## config.mk

```make
export PLATFORM = sky130hd
export DESIGN_NAME = lsu_mem_adapter
export DESIGN_NICKNAME = d
export VERILOG_FILES = /design/src/rtl/lsu_mem_adapter.sv
export SDC_FILE = /design/constraint.sdc
export NUM_CORES = 1
export LEC_CHECK = 0
export CAP_MARGIN = 20
export CORE_ASPECT_RATIO = 0.5
export CORE_MARGIN = 2
export CORE_UTILIZATION = 38
export CTS_CLUSTER_SIZE = 12
export DETAILED_ROUTE_END_ITERATION = 8
export HOLD_SLACK_MARGIN = 0.12
export PLACE_DENSITY = 0.76
export SLEW_MARGIN = 30
export SYNTH_ARGS = -nofsm -noshare
export SYNTH_HDL_FRONTEND = slang
export SYNTH_SLANG_ARGS = --single-unit
```

## constraint.sdc

```tcl
create_clock -name clk -period 2.6 [get_ports clk]
set_input_delay 0.39 -clock clk [delete_from_list [all_inputs] [get_ports clk]]
set_output_delay 0.39 -clock clk [all_outputs]
set_load 0.01 [all_outputs]
```

## src/rtl/lsu_mem_adapter.sv

```systemverilog
// lsu_mem_adapter
// Sits between the datapath and a word-wide data memory. Loads are extracted
// and extended combinationally from the raw read word. SW writes in one cycle.
// SB/SH do a two-cycle read-modify-write and stall the PC for the first cycle.
// Misaligned and out-of-range accesses are blocked. The first one is recorded
// in sticky fault registers.
module lsu_mem_adapter #(
    parameter int MEM_WORDS = 64,
    parameter int AW        = 6
) (
    input  logic          clk,
    input  logic          rst,
    input  logic          req_valid,
    input  logic          req_write,
    input  logic [2:0]    funct3,
    input  logic [31:0]   addr,
    input  logic [31:0]   store_data,
    output logic [31:0]   load_result,
    output logic          stall,
    output logic          mem_we,
    output logic [AW-1:0] mem_word_addr,
    output logic [31:0]   mem_wdata,
    input  logic [31:0]   mem_rdata,
    output logic          fault,
    output logic [1:0]    fault_cause,
    output logic [31:0]   fault_addr
);

    typedef enum logic [0:0] {
        IDLE        = 1'b0,
        MERGE_WRITE = 1'b1
    } state_t;

    state_t        state_q, state_d;
    logic [31:0]   merge_q, merge_d;
    logic [AW-1:0] idx_q, idx_d;
    logic          fault_q, fault_d;
    logic [1:0]    cause_q, cause_d;
    logic [31:0]   faddr_q, faddr_d;

    logic          f3_ok_s, is_byte_s, is_half_s, is_word_s, is_unsigned_s;
    logic          mis_s, oor_s, legal_s, blocked_s;

    // Pick the addressed byte/halfword out of a memory word and extend it.
    function automatic logic [31:0] extract_load(input logic [31:0] word,
                                                 input logic [1:0]  lane,
                                                 input logic        is_byte,
                                                 input logic        is_half,
                                                 input logic        is_unsigned);
        logic [7:0]  b;
        logic [15:0] h;
        logic [31:0] r;
        case (lane)
            2'd0:    b = word[7:0];
            2'd1:    b = word[15:8];
            2'd2:    b = word[23:16];
            default: b = word[31:24];
        endcase
        h = lane[1] ? word[31:16] : word[15:0];
        if (is_byte) begin
            r = {{24{~is_unsigned & b[7]}}, b};
        end else if (is_half) begin
            r = {{16{~is_unsigned & h[15]}}, h};
        end else begin
            r = word;
        end
        return r;
    endfunction

    // Replace the addressed byte/halfword lane of a memory word with store data.
    function automatic logic [31:0] merge_store(input logic [31:0] word,
                                                input logic [31:0] data,
                                                input logic [1:0]  lane,
                                                input logic        is_byte);
        logic [31:0] r;
        r = word;
        if (is_byte) begin
            case (lane)
                2'd0:    r[7:0]   = data[7:0];
                2'd1:    r[15:8]  = data[7:0];
                2'd2:    r[23:16] = data[7:0];
                default: r[31:24] = data[7:0];
            endcase
        end else if (lane[1]) begin
            r[31:16] = data[15:0];
        end else begin
            r[15:0] = data[15:0];
        end
        return r;
    endfunction

    // Decode the access width and classify the address as legal or blocked.
    always_comb begin
        f3_ok_s       = 1'b0;
        is_byte_s     = 1'b0;
        is_half_s     = 1'b0;
        is_word_s     = 1'b0;
        is_unsigned_s = 1'b0;
        case (funct3)
            3'd0:    begin f3_ok_s = 1'b1; is_byte_s = 1'b1; end
            3'd1:    begin f3_ok_s = 1'b1; is_half_s = 1'b1; end
            3'd2:    begin f3_ok_s = 1'b1; is_word_s = 1'b1; end
            3'd4:    begin f3_ok_s = 1'b1; is_byte_s = 1'b1; is_unsigned_s = 1'b1; end
            3'd5:    begin f3_ok_s = 1'b1; is_half_s = 1'b1; is_unsigned_s = 1'b1; end
            default: f3_ok_s = 1'b0;
        endcase
        mis_s     = (is_half_s & addr[0]) | (is_word_s & (addr[1:0] != 2'b00));
        // Any byte address beyond the last memory word is out of range.
        oor_s     = (addr[31:2] >= 30'(MEM_WORDS));
        legal_s   = req_valid & f3_ok_s & ~mis_s & ~oor_s;
        blocked_s = req_valid & f3_ok_s & (mis_s | oor_s);
    end

    // FSM next state, merge capture and memory-side outputs.
    always_comb begin
        state_d       = state_q;
        merge_d       = merge_q;
        idx_d         = idx_q;
        load_result   = 32'h0000_0000;
        stall         = 1'b0;
        mem_we        = 1'b0;
        mem_word_addr = addr[AW+1:2];
        mem_wdata     = store_data;
        case (state_q)
            IDLE: begin
                if (legal_s && req_write && !is_word_s) begin
                    // Sub-word store: read the word this cycle, write the merge next cycle.
                    stall   = ~rst;
                    state_d = MERGE_WRITE;
                    merge_d = merge_store(mem_rdata, store_data, addr[1:0], is_byte_s);
                    idx_d   = addr[AW+1:2];
                end else if (legal_s && req_write) begin
                    mem_we = ~rst;
                end else if (legal_s) begin
                    load_result = extract_load(mem_rdata, addr[1:0], is_byte_s,
                                               is_half_s, is_unsigned_s);
                end else begin
                    load_result = 32'h0000_0000;
                end
            end
            MERGE_WRITE: begin
                // Inputs are ignored; the held instruction is the one being completed.
                mem_we        = ~rst;
                mem_word_addr = idx_q;
                mem_wdata     = merge_q;
                state_d       = IDLE;
            end
            default: state_d = IDLE;
        endcase
    end

    // Sticky fault capture: only the first blocked access is recorded.
    always_comb begin
        fault_d = fault_q;
        cause_d = cause_q;
        faddr_d = faddr_q;
        if ((state_q == IDLE) && blocked_s && !fault_q) begin
            fault_d = 1'b1;
            cause_d = mis_s ? 2'b01 : 2'b10;
            faddr_d = addr;
        end else begin
            fault_d = fault_q;
        end
    end

    // State, merge buffer, captured index and fault registers.
    always_ff @(posedge clk or posedge rst) begin
        if (rst) begin
            state_q <= IDLE;
            merge_q <= 32'h0000_0000;
            idx_q   <= {AW{1'b0}};
            fault_q <= 1'b0;
            cause_q <= 2'b00;
            faddr_q <= 32'h0000_0000;
        end else begin
            state_q <= state_d;
            merge_q <= merge_d;
            idx_q   <= idx_d;
            fault_q <= fault_d;
            cause_q <= cause_d;
            faddr_q <= faddr_d;
        end
    end

    assign fault       = fault_q;
    assign fault_cause = cause_q;
    assign fault_addr  = faddr_q;

endmodule

```

==> results of run 1 <==
[placed cells by master, fill, tap and decap left out, drive strengths merged, types with 2 or more instances in the layout]
master	Yosys	final
clkdlybuf4s50	0	136
mux4	8	8
nor2	10	10
or4	2	2
o2bb2ai	2	2
nor4	9	9
o21a	2	2
nand2	9	9
dlygate4sd2	0	8
o211a	7	7
a2bb2oi	2	2
a21oi	3	3
nor3	18	18
inv	13	14
o22ai	21	21
or2	2	2
o211ai	2	2
o22a	7	7
nor4bb	2	2
mux2i	9	9
a2111oi	8	8
buf	14	145
clkinvlp	0	5
nor2b	6	6
dfrtp	74	74
o21ai	32	32
mux2	116	116
or4b	3	3
clkbuf	21	17
clkdlybuf4s15	0	9
[registers in the layout, indices dropped and copies added (netlist names)]
register,flops
fault_addr,32
merge_q,32
idx_q,6
fault_cause,2
fault,1
state_q,1
[timing repair]
item                       in CTS  in global routing
cloned                          3                  0
pin swaps                      28                 12
resized for setup             287                 31
hold buffers                    0                  0
setup endpoints to repair      34                 34
buffers inserted               11                  5
[final cells by class]
type / count / area [um2]
clock inverter: 6 / 47.5
sequential: 74 / 1850
multi-input combinational: 295 / 3010
fill: 954 / 3920
inverter: 13 / 52.6
timing repair buffer: 305 / 2720
tap: 165 / 206
clock buffer: 10 / 239
[per-layer routing]
| layer | up-vias | wire [um] | GRT usage |
|---|---|---|---|
| met4 | 0 | 481 | 0.0917 |
| met3 | 44 | 1100 | 0.0634 |
| li1 | 2160 | - | - |
| met1 | 2413 | 7120 | 0.314 |
| met5 | - | 0 | 0 |
| met2 | 198 | 8670 | 0.442 |
[final timing paths]
check	startpoint	endpoint	cells after the start
max	addr[18]	load_result[25]	9
max reg2reg	state_q	idx_q[4]	7
min	addr[29]	fault_addr[29]	2
max in group asynchronous	rst	state_q	3
min in group asynchronous	rst	fault_addr[3]	3
min reg2reg	merge_q[30]	merge_q[30]	1
[critical path, stage by stage]
cell             delay [ns]
clkdlybuf4s15_1        0.20
nor4_2                 0.23
buf_4                  0.16
o211ai_4               0.07
or4_4                  0.59
buf_6                  0.20
buf_12                 0.13
nor3_4                 0.17
buf_2                  0.15
[power breakdown]
group	internal, uW	switching, uW	leakage (uW)
combinational	577	424	0.00250
clock	678	510	0.000128
sequential	1250	46.1	0.000933
[kinds of logic (layout without fill, tap and decap cells)]
logic type / Yosys count / count (layout) / share of synthesized area
mux: 133 / 133 / 0.329
simple gates: 68 / 68 / 0.0819
compound gates: 94 / 94 / 0.157
buf+inv: 48 / 334 / 0.0445
flops: 74 / 74 / 0.387
[through the flow]
stage / area, um2 / hold slack [ns]
2_1_floorplan: 4790 / 0.452
3_3_place_gp: 7630 / 0.465
3_5_place_dp: 7630 / 0.477
4_1_cts: 8140 / 0.282
5_1_grt: 8130 / 0.293
6_report: 8130 / 0.297
==> impl_metrics.json, run 1 <==
{
  "status": "finished with violations",
  "violations": "setup timing",
  "synth_enable_flop_cells": 0,
  "finalPower_uw": 3480,
  "startpoint_type": "input pin",
  "h-tree-depth": 3,
  "synthCells": 417,
  "clock-sinks": 74,
  "worst_slack_ns": -0.0888,
  "rrSetupSlack_ns": 0.60,
  "clock-root-buffer": "clkbuf_16",
  "vias": 4815,
  "ant_nets": 0,
  "utilization": 0.675,
  "place.gp.congestion": 0.894,
  "fin_crit_ns": 2.69,
  "grt_pass1_wl_um": 27300,
  "tns_ns": -0.673,
  "clock_skew_ns": 0.00692,
  "hpwl_um": 12900,
  "crit_required_ns": 2.21,
  "grt_pass1_vias": 5014,
  "num_rows": 28,
  "drv_slew": 0,
  "yosysWarnings": 0,
  "syn_area_per_cell_um2": 11.5,
  "arrival_ns": 2.30,
  "portBuffers": 209,
  "overflow": 0,
  "yosysTopAreaCell": "dfrtp_1",
  "crit_type": "input pin to output port",
  "async_reset_ff_frac": 1.00,
  "vdd_drop_max_uv": 360,
  "fin_crit_sh": 1.03,
  "drive_gt1_frac": 0.477,
  "die_y_um": 83.3,
  "die_width_um": 163,
  "layout.nets": 801,
  "synth_area_leaders": "dfrtp_1 39%, mux2_2 26%, mux4_2 3.8%",
  "max_clock_freq_ghz": 0.372,
  "grt_max_degree": 44,
  "end_kind": "output port",
  "rsz0062_at_grt": "yes",
  "ys_ff_latch": 74,
  "die_area_um2": 13600,
  "drt_iter0_drc": 324,
  "post_drt_via_cell_ratio": 5.55,
  "power_leakage_uw": 0.00356,
  "hp-class": "input pin to flop",
  "diodes": 0,
  "syn_nets": 520,
  "clock_latency_ns": 0.34,
  "path_clk_slew_ns": 0.06,
  "cts.path.max_buffers": 2,
  "drc_errors": 0,
  "dp_cells": 838,
  "area_growth_pct": 70.0,
  "drt-wirelength-per-cell_um": 20.0,
  "fin_cells": 868,
  "netlist_top_cells_count": "111 x mux2_2, 74 x dfrtp_1, 32 x o21ai_0",
  "synth_top_cell_area_share": 0.387,
  "antenna_found_initial": 0,
  "pwr_density_cell_nw_per_um2": 428,
  "io_pins": 210,
  "tightest_slew_ns": 0.576,
  "max_cap_violations": 0,
  "synth.most_common_cell": "mux2_2",
  "finalHoldViolCount": 0,
  "routed_wl_um": 17400,
  "pre_cts_ws_ns": -0.997,
  "core_area_um2": 12100,
  "grt_use_total": 0.257,
  "dr.pass1.iters": 5,
  "cp_max_fo": 5,
  "cts_tree": "built",
  "start_util": 0.397,
  "numCtsBuffers": 9,
  "final-setup-viol-count": 11,
  "syn_area_um2": 4780,
  "yosysSeqAreaShare": 0.387,
  "ys.flop_type": "dfrtp_1",
  "relSlewSlack": 0.616,
  "synthDistinctLibCells": 50
}
Power figures use the tool's default switching activity.
==> inputs of run 2 (changes only) <==
--- a/config.mk
+++ b/config.mk
@@ -5,10 +5,11 @@
 export SDC_FILE = /design/constraint.sdc
 export NUM_CORES = 1
 export LEC_CHECK = 0
-export CAP_MARGIN = 20
-export CORE_ASPECT_RATIO = 0.5
+export CAP_MARGIN = 30
+export CORE_ASPECT_RATIO = 0.8
 export CORE_MARGIN = 2
 export CORE_UTILIZATION = 38
+export CTS_BUF_LIST = sky130_fd_sc_hd__clkbuf_2
 export CTS_CLUSTER_SIZE = 12
 export DETAILED_ROUTE_END_ITERATION = 8
 export HOLD_SLACK_MARGIN = 0.12
==> run 2 against run 1 <==
  * The flow still finishes with violations (setup timing)
  * Cell count rose by 3.3%
  * Critical path depth fell by 1
  * Die area is 0.36% lower
  * Clock power down 35%
  * Clock skew up 0.023 ns
==> impl_metrics.json, run 2 (synthesis gave the netlist of run 1 again) <==
{
  "clock_latency_ns": 0.56,
  "utilization": 0.688,
  "relSlewSlack": 0.541,
  "drt-wirelength-per-cell_um": 21.1,
  "dp_cells": 853,
  "clock-sinks": 74,
  "die_y_um": 104,
  "clock_skew_ns": 0.0302,
  "fin_crit_sh": 1.04,
  "routed.top_layer": "met4",
  "crit_path_cell_trace": "buf_6 -> nor4_4 -> buf_4 -> o211ai_4 -> or4_4 -> buf_12 -> a2111oi_4 -> buf_2",
  "io_pins": 210,
  "dr.pass1.iters": 5,
  "vdd_drop_max_uv": 396,
  "pwr_density_cell_nw_per_um2": 369,
  "final-setup-viol-count": 21,
  "cts_tree": "built",
  "num_rows": 36,
  "rsz0062_at_grt": "yes",
  "die_area_um2": 13500,
  "crit_required_ns": 2.21,
  "path_clk_slew_ns": 0.23,
  "start_util": 0.391,
  "drive_gt1_frac": 0.475,
  "layout.nets": 824,
  "place.gp.congestion": 0.941,
  "vias": 4953,
  "status": "finished with violations",
  "diodes": 0,
  "end_kind": "output port",
  "cp_max_fo": 4,
  "wl_met3_um": 1990,
  "grt_pass1_vias": 5280,
  "h-tree-depth": 3,
  "area_growth_pct": 76.2,
  "routed_wl_um": 18900,
  "clock-root-buffer": "clkbuf_2",
  "drt_iter0_drc": 404,
  "fin_cells": 897,
  "crit_type": "input pin to output port",
  "violations": "setup timing",
  "tightest_slew_ns": 0.688,
  "ant_nets": 0,
  "regArea_um2": 1850,
  "cts.path.max_buffers": 2,
  "multi_input_area_um2": 3090,
  "grt_pass1_wl_um": 29100,
  "grt_max_degree": 54,
  "drv_slew": 0,
  "m1WireLength_um": 7500,
  "fin_crit_ns": 2.70,
  "critical_path.slowest_cell": "or4_4",
  "overflow": 0,
  "power_leakage_uw": 0.00393,
  "grt_use_total": 0.279,
  "numCtsBuffers": 9,
  "max_cap_violations": 0,
  "portBuffers": 209,
  "tns_ns": -1.04,
  "worst_slack_ns": -0.104,
  "post_drt_via_cell_ratio": 5.52,
  "core_area_um2": 12300,
  "finalHoldViolCount": 0,
  "nFillCells": 922,
  "hpwl_um": 13800,
  "antenna_found_initial": 0,
  "final_common_cell": "mux2_2",
  "die_width_um": 129,
  "cpPeakStageDelay_ns": 0.62,
  "final_cell_mix": "111 x mux2_2, 110 x clkdlybuf4s50_1, 82 x buf_4, 73 x dfrtp_1, 37 x buf_2",
  "drc_errors": 0,
  "max_clock_freq_ghz": 0.370,
  "wl_met2_um": 8940,
  "arrival_ns": 2.31,
  "startpoint_type": "input pin",
  "hp-class": "input pin to flop"
}
-- run 2: cell type report --
type	count	share of cell area
inverters	13	0.00623
clock buffers	10	0.00594
well taps	171	0.0254
multi-input cells	295	0.367
flip-flops and latches	74	0.220
clock inverters	6	0.0105
repair buffers	328	0.365
-- run 2: metrics by stage --
stage	hold slack (ns)	instance area [um2]	total power (uW)	worst slack (ns)
floorplan	0.452	4790	1690	0.100
global placement	0.465	7690	2310	-1.11
detailed placement	0.475	7690	2320	-1.13
CTS	0.128	8240	3120	-0.136
global route	0.121	8430	3270	-0.153
finish	0.164	8430	3110	-0.104
-- run 2: worst paths after layout --
kind / start / endpoint / slack, ns / cells past startpoint
min in group asynchronous: rst / merge_q[29] / 0.31 / 3
worst min register to register: idx_q[5] / idx_q[5] / 0.51 / 1
max in group asynchronous: rst / fault_addr[10] / 1.66 / 3
worst max register to register: state_q / merge_q[12] / 0.35 / 8
worst max-delay path: addr[17] / load_result[15] / -0.10 / 8
worst min-delay path: addr[29] / fault_addr[29] / 0.16 / 2
-- run 2: critical path: cells and delay by family --
| family | cells | cell delay, ns |
|---|---|---|
| buffers and inverters | 4 | 0.64 |
| and+or+nand+nor | 2 | 0.92 |
| AOI/OAI and AO/OA | 2 | 0.36 |
-- run 2: power breakdown --
group | internal (uW) | switching (uW)
Clock | 323 | 446
Combinational | 594 | 451
Sequential | 1250 | 51.2
Total | 2160 | 948
-- run 2: what timing repair did --
| action | 4_1_cts | 5_1_grt |
|---|---|---|
| endpoints found under the hold margin | 12 | 2 |
| pin swaps | 28 | 12 |
| setup endpoints to repair | 50 | 58 |
| hold buffers | 11 | 2 |
| gates resized for setup | 281 | 77 |
| cloned | 3 | 0 |
| buffers inserted | 10 | 7 |
-- run 2: layer usage --
layer | vias up | track usage
met2 | 282 | 0.459
met5 | - | 0
li1 | 2205 | -
met3 | 42 | 0.0782
met4 | 0 | 0.0806
met1 | 2424 | 0.357
